[config.mk]
export PLATFORM = sky130hd
export DESIGN_NAME = truth_table_scanner
export DESIGN_NICKNAME = d
export VERILOG_FILES = /design/src/rtl/truth_table_scanner.sv
export SDC_FILE = /design/constraint.sdc
export NUM_CORES = 1
export LEC_CHECK = 0
export ABC_AREA = 1
export CAP_MARGIN = 5
export CELL_PAD_IN_SITES_DETAIL_PLACEMENT = 1
export CELL_PAD_IN_SITES_GLOBAL_PLACEMENT = 1
export CORE_ASPECT_RATIO = 0.5
export CORE_MARGIN = 3
export CORE_UTILIZATION = 30
export DETAILED_ROUTE_END_ITERATION = 8
export PLACE_DENSITY_LB_ADDON = 0.1
export SLEW_MARGIN = 20
export SYNTH_ARGS = -nofsm -noshare
export SYNTH_HDL_FRONTEND = slang
export SYNTH_SLANG_ARGS = --single-unit
[constraint.sdc]
create_clock -name clk -period 3.63 [get_ports clk]
set_input_delay 1.089 -clock clk [delete_from_list [all_inputs] [get_ports clk]]
set_output_delay 1.089 -clock clk [all_outputs]
set_load 0.02 [all_outputs]
[src/rtl/truth_table_scanner.sv]
// Truth-table scanner: walks a 3-input stimulus through all 8 combinations,
// samples the function under test once per combination and compares the
// captured table against a latched expectation.
module truth_table_scanner #(
    parameter int unsigned SETTLE = 1
) (
    input  logic       clk,
    input  logic       rst_n,
    input  logic       start,
    input  logic [7:0] expected,
    input  logic       s_in,
    output logic       x,
    output logic       y,
    output logic       z,
    output logic       busy,
    output logic       done,
    output logic [7:0] table_out,
    output logic [7:0] mismatch,
    output logic       pass
);

    localparam int unsigned IW = 3;
    localparam int unsigned CW = 4;
    localparam int unsigned TW = 8;
    localparam logic [CW-1:0] SETTLE_LAST = CW'(SETTLE - 1);
    localparam logic [IW-1:0] IDX_LAST    = IW'(7);

    typedef enum logic [1:0] {
        S_IDLE,
        S_DRIVE,
        S_SAMPLE,
        S_DONE
    } state_t;

    state_t        state_q;
    logic [IW-1:0] idx_q;
    logic [CW-1:0] settle_q;
    logic [TW-1:0] exp_q;
    logic [TW-1:0] table_q;
    logic [TW-1:0] table_d;
    logic [TW-1:0] mismatch_q;
    logic          pass_q;
    logic          busy_q;
    logic          done_q;

    // Captured table with the current sample folded in.
    always_comb begin
        table_d        = table_q;
        table_d[idx_q] = s_in;
    end

    // Scan sequencer; every output is a register updated here.
    always_ff @(posedge clk or negedge rst_n) begin
        if (!rst_n) begin
            state_q    <= S_IDLE;
            idx_q      <= '0;
            settle_q   <= '0;
            exp_q      <= '0;
            table_q    <= '0;
            mismatch_q <= '0;
            pass_q     <= 1'b0;
            busy_q     <= 1'b0;
            done_q     <= 1'b0;
        end else begin
            case (state_q)
                S_IDLE: begin
                    if (start) begin
                        exp_q      <= expected;
                        idx_q      <= '0;
                        settle_q   <= '0;
                        table_q    <= '0;
                        mismatch_q <= '0;
                        pass_q     <= 1'b0;
                        busy_q     <= 1'b1;
                        state_q    <= S_DRIVE;
                    end
                end
                S_DRIVE: begin
                    if (settle_q == SETTLE_LAST) begin
                        settle_q <= '0;
                        state_q  <= S_SAMPLE;
                    end else begin
                        settle_q <= settle_q + CW'(1);
                    end
                end
                S_SAMPLE: begin
                    table_q <= table_d;
                    if (idx_q == IDX_LAST) begin
                        // Final comparison is made from the table including this sample.
                        mismatch_q <= table_d ^ exp_q;
                        pass_q     <= ((table_d ^ exp_q) == '0);
                        done_q     <= 1'b1;
                        state_q    <= S_DONE;
                    end else begin
                        idx_q   <= idx_q + IW'(1);
                        state_q <= S_DRIVE;
                    end
                end
                S_DONE: begin
                    done_q  <= 1'b0;
                    busy_q  <= 1'b0;
                    idx_q   <= '0;
                    state_q <= S_IDLE;
                end
                default: state_q <= S_IDLE;
            endcase
        end
    end

    assign x         = idx_q[2];
    assign y         = idx_q[1];
    assign z         = idx_q[0];
    assign busy      = busy_q;
    assign done      = done_q;
    assign table_out = table_q;
    assign mismatch  = mismatch_q;
    assign pass      = pass_q;

endmodule

# Word-level counts from Yosys, hierarchy flattened
# Index checks and enable logic that the tools add are counted.
[classes]
order_cmp = 2
n_addsub = 2
bitwise_logic = 1
n_eq_ne = 8
reduce_logical = 17
muxes = 24
[ops]
columns = ["op", "n"]
rows = [
  ["8-bit one-hot mux with 2 select lines", 2],
  ["8-bit 2-to-1 mux", 2],
  ["2-bit AND reduction", 6],
  ["3-bit one-hot mux with 3 select lines", 1],
  ["8-bit bitwise mux", 1],
  ["8-bit logical NOT", 1],
  ["4-bit 2-to-1 mux", 2],
  ["2-bit inequality test, second input constant", 4],
  ["2-bit one-hot mux with 4 select lines", 1],
  ["4-bit one-hot mux with 2 select lines", 1],
  ["2-bit nonzero test", 4],
  ["8-bit bitwise XOR", 1],
  ["2-bit 2-to-1 mux", 3],
  ["3-bit 2-to-1 mux", 2],
  ["1-bit one-hot mux with 2 select lines", 3],
  ["3-bit AND reduction", 2],
  ["1-bit 2-to-1 mux", 5],
  ["4-bit by 1-bit adder with 4-bit output, second input constant", 1],
  ["2-bit equality test, second input constant", 2],
  ["4-bit logical NOT", 1],
  ["3-bit by 4-bit < comparator with 1-bit output, second input constant", 1],
  ["3-bit by 1-bit adder with 3-bit output, second input constant", 1],
  ["1-bit demux with 3-bit select", 1],
  ["3-bit equality test, second input constant", 1],
  ["other kinds (5)", 5],
]
[word_totals]
elab_cells = 63
in_bits = 12
reg_bits = 36

# Depth between registers and ports, before layout
# Gate-level depths: netlist (run 1).
[depth]
ltp_word = 9
ltp_mapped = 10
ltp_nobuf = 9

# Worst setup path after synthesis (run 1)
# OpenSTA, ideal clock, no wires.
[synth_timing]
path_kind = "input -> register"
startpoint = "input s_in"
endpoint = "register pass_q, in the netlist pass"
required_ps = 3513
arrival_ps = 1676
setup_ps = 117
slack_ps = 1837
path_stages = 8
cell_sequence = "inv_1 > nand4_1 > nand2_1 > nand2_1 > nand2_1 > nor2_1 > nand3_1 > nand2_1"
[synth_via]
elab_chain_len = 5
[synth_rtl]
columns = ["element", "line", "source"]
rows = [
  ["start, declared", "11", "input logic s_in,"],
  ["8-bit bitwise mux", "49", "table_d[idx_q] = s_in;"],
  ["8-bit bitwise XOR", "91", "pass_q <= ((table_d ^ exp_q) == '0);"],
  ["8-bit logical NOT", "91", ""],
  ["1-bit 2-to-1 mux", "88", "if (idx_q == IDX_LAST) begin"],
  ["1-bit one-hot mux with 2 select lines", "65", "case (state_q)"],
  ["end signal, assigned", "91", ""],
  ["end, declared", "42", "logic pass_q;"],
]
# No other way between the ends. The select of a mux whose other input is x is not followed.
# A chain may end at the register's enable or synchronous reset.

# Final worst setup path (run 1)
[layout_timing]
startpoint = "register idx_q[1]"
endpoint = "output y"
[layout_rtl]
columns = ["element", "line", "source"]
rows = [
  ["start, declared", "36", "logic [IW-1:0] idx_q;"],
  ["start signal, assigned", "95", "idx_q <= idx_q + IW'(1);"],
  ["end, declared", "13", "output logic y,"],
]
# No word-level cell between the ends.

==> metrics.md, run 1 <==
| Metric | Value |
|---|---|
| Status | finished, final reports clean |
| # port buffers | 33 |
| Num CTS Buffers | 5 |
| Initial Util | 32.7% |
| PwrDens | around 690 nW/um^2 |
| R2R Path Start | idx_q[1] |
| #FFs+latches synth | 36 |
| WP data required | 2.54 ns |
| Final period utilization | roughly 77% |
| Yosys top cell by area | dfrtp_1 |
| Syn avg cell area | about 8.4 um^2 |
| CTS root buf | clkbuf_16 |
| Max Cap Viol | 0 |
| Layout area overhead | 28.1% |
| Reg2Reg Setup Slack | between 1.5 and 2 ns |
| Crit Path Max Fanout | 15 |
| # resized after CTS | 0 |
| Mapped Cells | ~230 |
| Hold path startpoint | done |
| Synth top area share | 47.9% |
| Die Area | 7310 um^2 |
| DR vias | 1673 |
| Syn nets | 241 |
| Fmax | 357 MHz |
| Peak VDD IR | 0.224 mV |
| Total Routed Length | 5380 um |
| Critical path class | reg -> out |
| Setup violators final | 0 |
| Slowest cell on the critical path | clkdlybuf4s50_1 |
| Worst Path Buf+Inv | 1 |
| Worst endpoint data arrival time | 1.71 ns |
| Slew margin rel. | 42.0% |
| Critical-path cell list | clkdlybuf4s50_1 |
| RSZ-0062 raised after global routing | false |
| Crit path max-delay family | buffers and inverters |
| Worst Setup End Kind | primary output |
| Worst hold-check path type | reg -> reg |
| LEAKAGE | between 1 and 1.5 nW |
| Clock slew at reported path FFs | 0.06 ns |
| Routed Antenna Nets | 0 |
| Row cnt | 19 |
| Synth async-reset ratio | 100% |
| CTS tree | done |
| Setup TNS | 0 ns |
| Synthesis Warnings | 0 |
| Clk sinks | 36 |
| Cts hold-fix bufs | 0 |
| Total grt overflow | 0 |
| Post-route cell area | 2410 um^2 |
| Placed cell area | 2260 um^2 |
| Worst Setup Start Kind | register |
| CTS H-tree depth | 2 |
| Drt initial violations | 77 |
| Clk_lat worst skew | approximately 0.29 ns |
| Synth cell types | 26 |
| DRC | 0 |
| Reg2Reg Depth | 8 |
| Layout cells sized above 1 | 9.58% |
| Global placement routability congestion | 0.765 |
| Vias in the first global route | 1691 |
| Syn Std Cell Area | 1880 um^2 |
| Most used flip-flop cell after synthesis | dfrtp_1 |
| Final Hold Viols | 0 |
| Post-CTS Setup Bufs | 0 |
| Core area | 5750 um^2 |
| Post-layout nets | 276 |
| Non-filler cells, final | 345 |
| Router iterations before antenna repair | 4 |
| Die H | ~62 um |
| Worst slew pin tran | roughly 0.87 ns |
| CTS Buffer Depth | 2 |
| Maximum number of pins on one net before global-route repair | 37 |
| Tmin final | 2.80 ns |
| R2r endpoint | idx_q[2] |
| DR vias/cell | around 4.8 |
| WHS Path Cells | 2 |
| Antenna cell count | 0 |
| Synth top area cells | dfrtp_1 48%, nand2_1 11%, nand3_1 8.0% |
| Seq/Total Area, Yosys | a little under half |
| Most frequent cells after synthesis | 55 x nand2_1, 36 x dfrtp_1, 30 x nand3_1 |
| Estimated wirelength of the detail-placed design | between 3000 and 4000 um |
| Critical Path Max Stage Delay | just over 0.7 ns |
| Skew final | 0.00349 ns |
| Drt wl/cell | 15.6 um |
| Count leader, synth | nand2_1 |
| Die X-Extent | 118 um |
| Min-Delay Endpoint | done |
| Pins Over Slew Limit | 0 |
| Global-route usage over all layers | 16.2% |
| I/O pins | 34 |
| Placed Cells | between 300 and 400 |
| First-pass GRT wire length | 8890 um |
| Number of flops mapped to enable cells by yosys | 0 |
| Initial antenna violation count | 0 |
==> sequential cells by signal (all words and copies together), names as in the netlist <==
name,count
done,1
mismatch,8
state_q,2
table_out,8
idx_q,3
pass,1
exp_q,8
settle_q,4
busy,1
==> layout by cell type, fill, tap and decap left out, drive strengths merged, types with 4 or more instances in the layout <==
cell type	netlist	routed
nand2	58	58
dfrtp	36	36
nand3	34	34
clkdlybuf4s50	0	32
inv	31	31
o21ai	21	21
nand4	11	11
nor2	10	10
clkbuf	0	6
a21oi	4	4
ha	4	4
==> worst max-delay path by stage <==
| stage | cells after the start | from | to | slack [ns] |
|---|---|---|---|---|
| after floorplan | 8 | s_in | pass | 1.84 |
| final | 1 | idx_q[1] | y | 0.83 |
| after CTS | 1 | idx_q[1] | y | 0.83 |
| after global routing | 1 | idx_q[1] | y | 0.75 |
| after detailed placement | 9 | s_in | pass | 0.99 |
| after global placement | 9 | s_in | pass | 1.00 |
==> tightest hold or removal path, stage by stage (launching register included) <==
cell,delay [ns]
dfrtp_1,0.35
nand2_1,0.06
nand2_1,0.06
==> per-layer routing <==
layer / part of all wire [%] / vias up / wire length, um / track usage [%]
met5: 0 / - / 0 / 0
met4: 1.4 / 0 / 75 / 6.00
met3: 4.2 / 8 / 225 / 5.15
met2: 42 / 22 / 2270 / 24.3
met1: 52 / 829 / 2800 / 22.4
li1: - / 814 / - / -
==> metrics by stage <==
stage | worst slack (ns) | total power, mW | hold slack (ns) | utilization (%)
6_report | 0.827 | 1.66 | 0.501 | 41.9
5_1_grt | 0.750 | 1.79 | 0.533 | 41.9
4_1_cts | 0.828 | 1.68 | 0.503 | 41.9
3_5_place_dp | 0.986 | 1.22 | 0.481 | 39.3
3_3_place_gp | 1.00 | 1.20 | 0.465 | 39.3
2_1_floorplan | 1.84 | 1.00 | 0.506 | -
==> final cells by class <==
class                   instances  area, um^2
fillers                       705        3340
flip-flops and latches         36         901
multi-input cells             153         813
repair buffers                 33         325
clock buffers                   6         139
inverters                      31         116
well taps                      84         105
clock inverters                 2        10.0
==> cells by family after synthesis <==
| logic type | count (synthesis) | synth area share [%] |
|---|---|---|
| AO/OA/AOI/OAI | 32 | 9.45 |
| XOR/XNOR | 1 | 0.466 |
| AND/OR/NAND/NOR | 116 | 30.7 |
| flip-flops | 36 | 47.9 |
| adder cells (fa/ha/maj) | 4 | 2.66 |
| buffers and inverters | 36 | 8.85 |
==> where the power goes <==
group	switching (mW)	internal, mW	total, mW
combinational	0.414	0.200	0.614
clock	0.178	0.271	0.449
sequential	0.108	0.486	0.594
total	0.700	0.957	1.66
(Power assumes the default switching activity.)
==> run 2, diff against run 1 <==
==> constraint.sdc (replaced) <==
create_clock -name clk -period 2.57 [get_ports clk]
set_input_delay 0.771 -clock clk [delete_from_list [all_inputs] [get_ports clk]]
set_output_delay 0.771 -clock clk [all_outputs]
set_load 0.02 [all_outputs]
==> run 2 against run 1 <==
  * Critical path type is now in -> reg
  * Critical path depth up 8
  * Combinational power up 56%
  * Count of clock-buffer cells in the layout unchanged
  * Cell count up 1.2%
  * Global-route usage down 0.80 points
  * Flip-flop and latch count unchanged
  * Highest routed layer unchanged
  * Hold slack worse by 0.011 ns
  * Utilization up 0.52 points
  * Die area unchanged
  * Largest cell class unchanged
  * Critical endpoint is now pass
==> metrics.md, run 2 (synthesis gave the netlist of run 1 again) <==
| Metric | Value |
|---|---|
| PwrDens | 966 nW/um^2 (+41%) |
| Critical Path Max Stage Delay | 0.53 ns (-0.19 ns) |
| Setup violators final | 0 (unchanged) |
| Cts hold-fix bufs | 0 (unchanged) |
| Row cnt | 19 (unchanged) |
| Worst endpoint data arrival time | 2.26 ns (+0.55 ns) |
| First-pass GRT wire length | 8650 um (-2.6%) |
| Final period utilization | 81.2% |
| Internal power | 1.38 mW (+44%) |
| Tmin final | 2.09 ns |
| Filler cell count | 692 (-1.8%) |
| Antenna cell count | 0 (unchanged) |
| Maximum number of pins on one net before global-route repair | 37 (unchanged) |
| Initial Util | 32.7% (unchanged) |
| Initial antenna violation count | 0 (unchanged) |
| Vias in the first global route | 1709 (+1.1%) |
| Fmax | 479 MHz |
| Reg2Reg Setup Slack | 0.77 ns (-0.83 ns) |
| Sequential standard cell area | 901 um^2 (unchanged) |
| Worst Path Buf+Inv | 2 (+1) |
| Net Sw Frac | 41.5% (-0.75 points) |
| Crit path max-delay family | buffers and inverters |
| Worst hold-check path type | reg -> reg |
| I/O pins | 34 (unchanged) |
| Die H | 62.0 um (unchanged) |
| Most common cell on crit path | nand2_1 |
| Most common cell after layout, fill and taps aside | nand2_1 |
| Peak VDD IR | 0.254 mV (+14%) |
| Worst Setup End Kind | register |
| RSZ-0062 raised after global routing | false |
| Total Routed Length | 5180 um (-3.7%) |
| Layout area overhead | 29.7% |
| Core area | 5750 um^2 (unchanged) |
| Post-route cell area | 2440 um^2 (+1.2%) |
| Clk_lat worst skew | 0.28 ns (about the same) |
| Layout cells sized above 1 | 10.9% (+1.4 points) |
| # resized after CTS | 0 (unchanged) |
| Estimated wirelength of the detail-placed design | 3800 um (-2.8%) |
| Slew margin rel. | 42.3% (+0.34 points) |
| # port buffers | 33 (unchanged) |
| Num CTS Buffers | 5 (unchanged) |
| Setup TNS | 0 ns (unchanged) |
| Crit Path Max Fanout | 8 (-7) |
| Worst slew pin tran | 0.865 ns (-0.00514 ns) |
| Drt initial violations | 36 (-53%) |
| Routed length on met3 | 223 um (-0.89%) |
| DR vias/cell | 4.76 (-1.9%) |
| Global-route usage over all layers | 15.4% (-0.80 points) |
| Sequential power share | 32.9% (-3.0 points) |
| Pins Over Slew Limit | 0 (unchanged) |
| Drt wl/cell | 14.8 um (-4.8%) |
| Worst Setup Start Kind | input port |
| Most frequent cells in the layout | 55 x nand2_1, 36 x dfrtp_1, 32 x clkdlybuf4s50_1 |
| LEAKAGE | 1.16 nW (+1.9%) |
| Met1 WL | 2740 um (-2.4%) |
| Max Cap Viol | 0 (unchanged) |
| Final Hold Viols | 0 (unchanged) |
| Area of the multi-input gates | 813 um^2 (unchanged) |
| Post-layout nets | 280 (+1.4%) |
| Post-CTS Setup Bufs | 0 (unchanged) |
| Die X-Extent | 118 um (unchanged) |
| Router iterations before antenna repair | 5 (+1) |
| WP data required | 2.74 ns (+0.20 ns) |
| Skew final | 0.00395 ns (+0.000454 ns) |
| CTS H-tree depth | 2 (unchanged) |
| Die Area | 7310 um^2 (unchanged) |
| DR vias | 1660 (-0.78%) |
| Critical-path cell list | clkdlybuf4s50_1 -> inv_1 -> nand4_1 -> nand3_1 -> nand2_1 -> nand2_1 -> nor2_1 -> nand3_1 -> nand2_1 |
| Switching power | 0.979 mW (+40%) |
| CTS tree | done |
| Placed cell area | 2290 um^2 (+1.3%) |
| DRC | 0 (unchanged) |
| Critical path class | in -> reg |
| CTS root buf | clkbuf_16 |
| CTS Buffer Depth | 2 (unchanged) |
| Clk sinks | 36 (unchanged) |
| Global placement routability congestion | 0.757 (-1.0%) |
| Slowest cell on the critical path | clkdlybuf4s50_1 |
| Clk pwr share | 26.5% (-0.6 points) |
| Total grt overflow | 0 (unchanged) |
| DR top layer | met4 |
| Status | finished, final reports clean |
| Routed Antenna Nets | 0 (unchanged) |
| Comb power frac | 40.7% (+3.6 points) |
| Met2 routed WL | 2180 um (-4.2%) |
| Clock slew at reported path FFs | 0.06 ns (about the same) |
## run 2: cell types whose count changed in the layout (fill, tap and decap cells not counted), sizes merged
| cell | delta |
|---|---|
| buf | +4 |
## run 2: final cells by class
type / count / area share (%)
clock buffer: 6 / 5.69
clock inverter: 2 / 0.410
inverter: 31 / 4.77
multi-input combinational: 153 / 33.3
sequential: 36 / 36.9
tap: 84 / 4.31
timing repair buffer: 37 / 14.6
## run 2: metrics by stage
step	hold WS, ns	utilization, %	cells	total power, mW	setup slack, ns
6_report	0.490	42.4	349	2.36	0.483
5_1_grt	0.520	42.4	349	2.55	0.336
4_1_cts	0.497	42.4	349	2.38	0.497
3_5_place_dp	0.476	39.8	341	1.74	0.229
3_3_place_gp	0.464	39.8	341	1.73	0.285
2_1_floorplan	0.475	-	225	1.42	0.961
## run 2: final timing paths
| kind | from | endpoint | depth (start not counted) |
|---|---|---|---|
| worst max-delay path | s_in | pass | 9 |
| worst max register to register | idx_q[1] | idx_q[0] | 8 |
| max in group asynchronous | rst_n | exp_q[0] | 1 |
| worst min register to register | done | done | 2 |
| min in group asynchronous | rst_n | table_out[5] | 1 |
| worst min-delay path | done | done | 2 |
## run 2: worst reg2reg max path, stage by stage (launching register included)
cell and delay [ns]:
dfrtp_1 0.40, ha_1 0.21, ha_1 0.17, inv_1 0.22, nor2_8 0.10, inv_2 0.11, nand2_1 0.09, nor2_1 0.25
o21ai_0 0.13
## run 2: routing by layer
layer / global-route usage, % / vias to the layer above
met5: 0 / -
met4: 3.50 / 0
met3: 4.70 / 4
met2: 23.9 / 24
met1: 21.7 / 807
li1: - / 825
## run 2: power groups by stage
stage / Clock (mW) / Sequential, mW / Combinational (mW)
finish: 0.624 / 0.775 / 0.959
CTS: 0.640 / 0.777 / 0.968
global route: 0.670 / 0.791 / 1.09
floorplan: 0 / 0.834 / 0.585
global placement: 0 / 0.782 / 0.946
detailed placement: 0 / 0.785 / 0.959
==> run 3, diff against run 2 <==
==> constraint.sdc (replaced) <==
create_clock -name clk -period 2.2 [get_ports clk]
set_input_delay 0.66 -clock clk [delete_from_list [all_inputs] [get_ports clk]]
set_output_delay 0.66 -clock clk [all_outputs]
set_load 0.02 [all_outputs]
==> run 3 against run 2 <==
  * Count of clock-buffer cells in the layout rose by 1
  * Clock power up 20%
  * Non-clock buffer count up 2
  * Power increased by 18%
  * Via count rose by 3.2%
  * Global-route usage is 0.94 points higher
  * Critical path type is now reg -> out
  * Highest routed layer unchanged
==> metrics.md, run 3 (synthesis gave the netlist of run 1 again) <==
| Metric | Value |
|---|---|
| CTS Buffer Depth | 2 (unchanged) |
| Post-CTS Setup Bufs | 0 (unchanged) |
| WP data required | 1.54 ns (-1.20 ns) |
| Initial antenna violation count | 0 (unchanged) |
| Critical Path Max Stage Delay | 0.63 ns (+0.10 ns) |
| Tmin final | ~2.0 ns |
| Setup violators final | 0 (unchanged) |
| Router iterations before antenna repair | 4 (-1) |
| Worst Path Buf+Inv | 1 (-1) |
| DR top layer | met4 |
| Final Hold Viols | 0 (unchanged) |
| DR vias | 1713 (+3.2%) |
| Peak VDD IR | 0.353 mV (+39%) |
| Die Area | 7310 um^2 (unchanged) |
| Slew margin rel. | 66.9% (+25 points) |
| Drt initial violations | 54 (+50%) |
| Setup WS pre-CTS | 0.0993 ns (-0.129 ns) |
| Crit path max-delay family | buffers and inverters |
| LEAKAGE | 1.17 nW (+0.77%) |
| Reg2Reg Setup Slack | 0.32 ns (-0.45 ns) |
| First-pass GRT wire length | 9170 um (+6.0%) |
| Met2 routed WL | 2340 um (+7.4%) |
| Most frequent cells in the layout | 55 x nand2_1, 36 x dfrtp_1, 32 x clkdlybuf4s50_1 |
| Num CTS Buffers | 5 (unchanged) |
| Fmax | 498 MHz |
| Slowest cell on the critical path | clkdlybuf4s50_1 |
| Met1 WL | 2890 um (+5.5%) |
| CTS tree | done |
| Estimated wirelength of the detail-placed design | 4000 um (+5.3%) |
| Antenna cell count | 0 (unchanged) |
| Layout area overhead | 30.7% |
| Die X-Extent | 118 um (unchanged) |
| DRC | 0 (unchanged) |
| Maximum number of pins on one net before global-route repair | 37 (unchanged) |
| Total grt overflow | 0 (unchanged) |
| # port buffers | 33 (unchanged) |
| Cts hold-fix bufs | 0 (unchanged) |
| RSZ-0062 raised after global routing | false |
| Global-route usage over all layers | 16.4% (+0.94 points) |
| Clk_lat worst skew | 0.28 ns (about the same) |
| DR vias/cell | 4.89 (+2.9%) |
| Pins Over Slew Limit | 0 (unchanged) |
| Worst slew pin tran | 0.496 ns (-0.369 ns) |
| Setup TNS | 0 ns (unchanged) |
| Critical-path cell list | clkdlybuf4s50_1 |
| Crit Path Max Fanout | 4 (-4) |
| Max Cap Viol | 0 (unchanged) |
| Worst endpoint data arrival time | 1.35 ns (-0.91 ns) |
| Initial Util | 32.7% (unchanged) |
| Placed Cells | 343 (+0.59%) |
| CTS root buf | clkbuf_16 |
| Worst Setup Start Kind | register |
| Routed length on met3 | 171 um (-23%) |
| # resized after CTS | 0 (unchanged) |
| Worst hold-check path type | in -> async |
| Clk sinks | 36 (unchanged) |
| Skew final | 0.00175 ns (-0.00219 ns) |
| Core area | 5750 um^2 (unchanged) |
| Total power | 2.79 mW (+18%) |
| Total Routed Length | 5450 um (+5.2%) |
| Final period utilization | 91.2% |
| Layout cells sized above 1 | 11.3% (+0.33 points) |
| Global placement routability congestion | 0.774 (+2.2%) |
| Vias in the first global route | 1791 (+4.8%) |
| Drt wl/cell | 15.6 um (+4.9%) |
| Most common cell after layout, fill and taps aside | nand2_1 |
| R2r endpoint | idx_q[1] |
| Routed Antenna Nets | 0 (unchanged) |
| Reg2Reg Depth | 8 (unchanged) |
| I/O pins | 34 (unchanged) |
| CTS H-tree depth | 2 (unchanged) |
| Die H | 62.0 um (unchanged) |
| Worst Setup End Kind | primary output |
| Non-filler cells, final | 350 (+0.29%) |
| R2R Path Start | idx_q[1] |
| PwrDens | 1130 nW/um^2 (+17%) |
| Status | finished, final reports clean |
| Worst setup margin | 0.194 ns (-0.289 ns) |
| Post-layout nets | 282 (+0.71%) |
| Filler cell count | 696 (+0.58%) |
| Critical path class | reg -> out |
| Row cnt | 19 (unchanged) |
| Clock slew at reported path FFs | 0.06 ns (about the same) |
-- run 3: changes by cell type in the layout (fill, tap and decap cells not counted) --
cell and change:
clkinv_2 -2, clkbuf_8 +1, buf_4 +2
-- run 3: per-layer routing --
metal / vias up / GRT usage (%)
li1: 837 / -
met3: 6 / 4.16
met2: 22 / 25.7
met1: 848 / 23.0
met4: 0 / 4.50
met5: - / 0
-- run 3: worst max-delay path by stage --
stage                     slack, ns  cells past startpoint      from        to
after floorplan                0.59                      8  idx_q[1]  idx_q[2]
after global placement         0.16                      9      s_in      pass
final                          0.19                      1  idx_q[2]         x
after detailed placement        0.1                      9      s_in      pass
after CTS                      0.18                      1  idx_q[2]         x
after global routing           0.15                      1  idx_q[2]         x
-- run 3: power by group --
part | switching (mW) | internal, mW | leakage (nW)
combinational | 0.767 | 0.363 | 0.617
clock | 0.272 | 0.475 | 0.0760
sequential | 0.107 | 0.804 | 0.481
total | 1.15 | 1.64 | 1.17
-- run 3: layout make-up --
cell class / instances / area [um^2] / share of cell area, %
Sequential cell: 36 / 901 / 36.6
Inverter: 31 / 116 / 4.73
Multi-Input combinational cell: 153 / 813 / 33.1
Timing Repair Buffer: 39 / 370 / 15.1
Tap cell: 84 / 105 / 4.27
Clock buffer: 7 / 153 / 6.21
-- run 3: per-stage QoR --
stage	utilization (%)	instance area, um^2	hold slack [ns]
floorplan	-	1880	0.364
global placement	40.1	2310	0.466
detailed placement	40.1	2310	0.483
CTS	42.7	2460	0.450
global route	42.7	2460	0.465
finish	42.7	2460	0.425
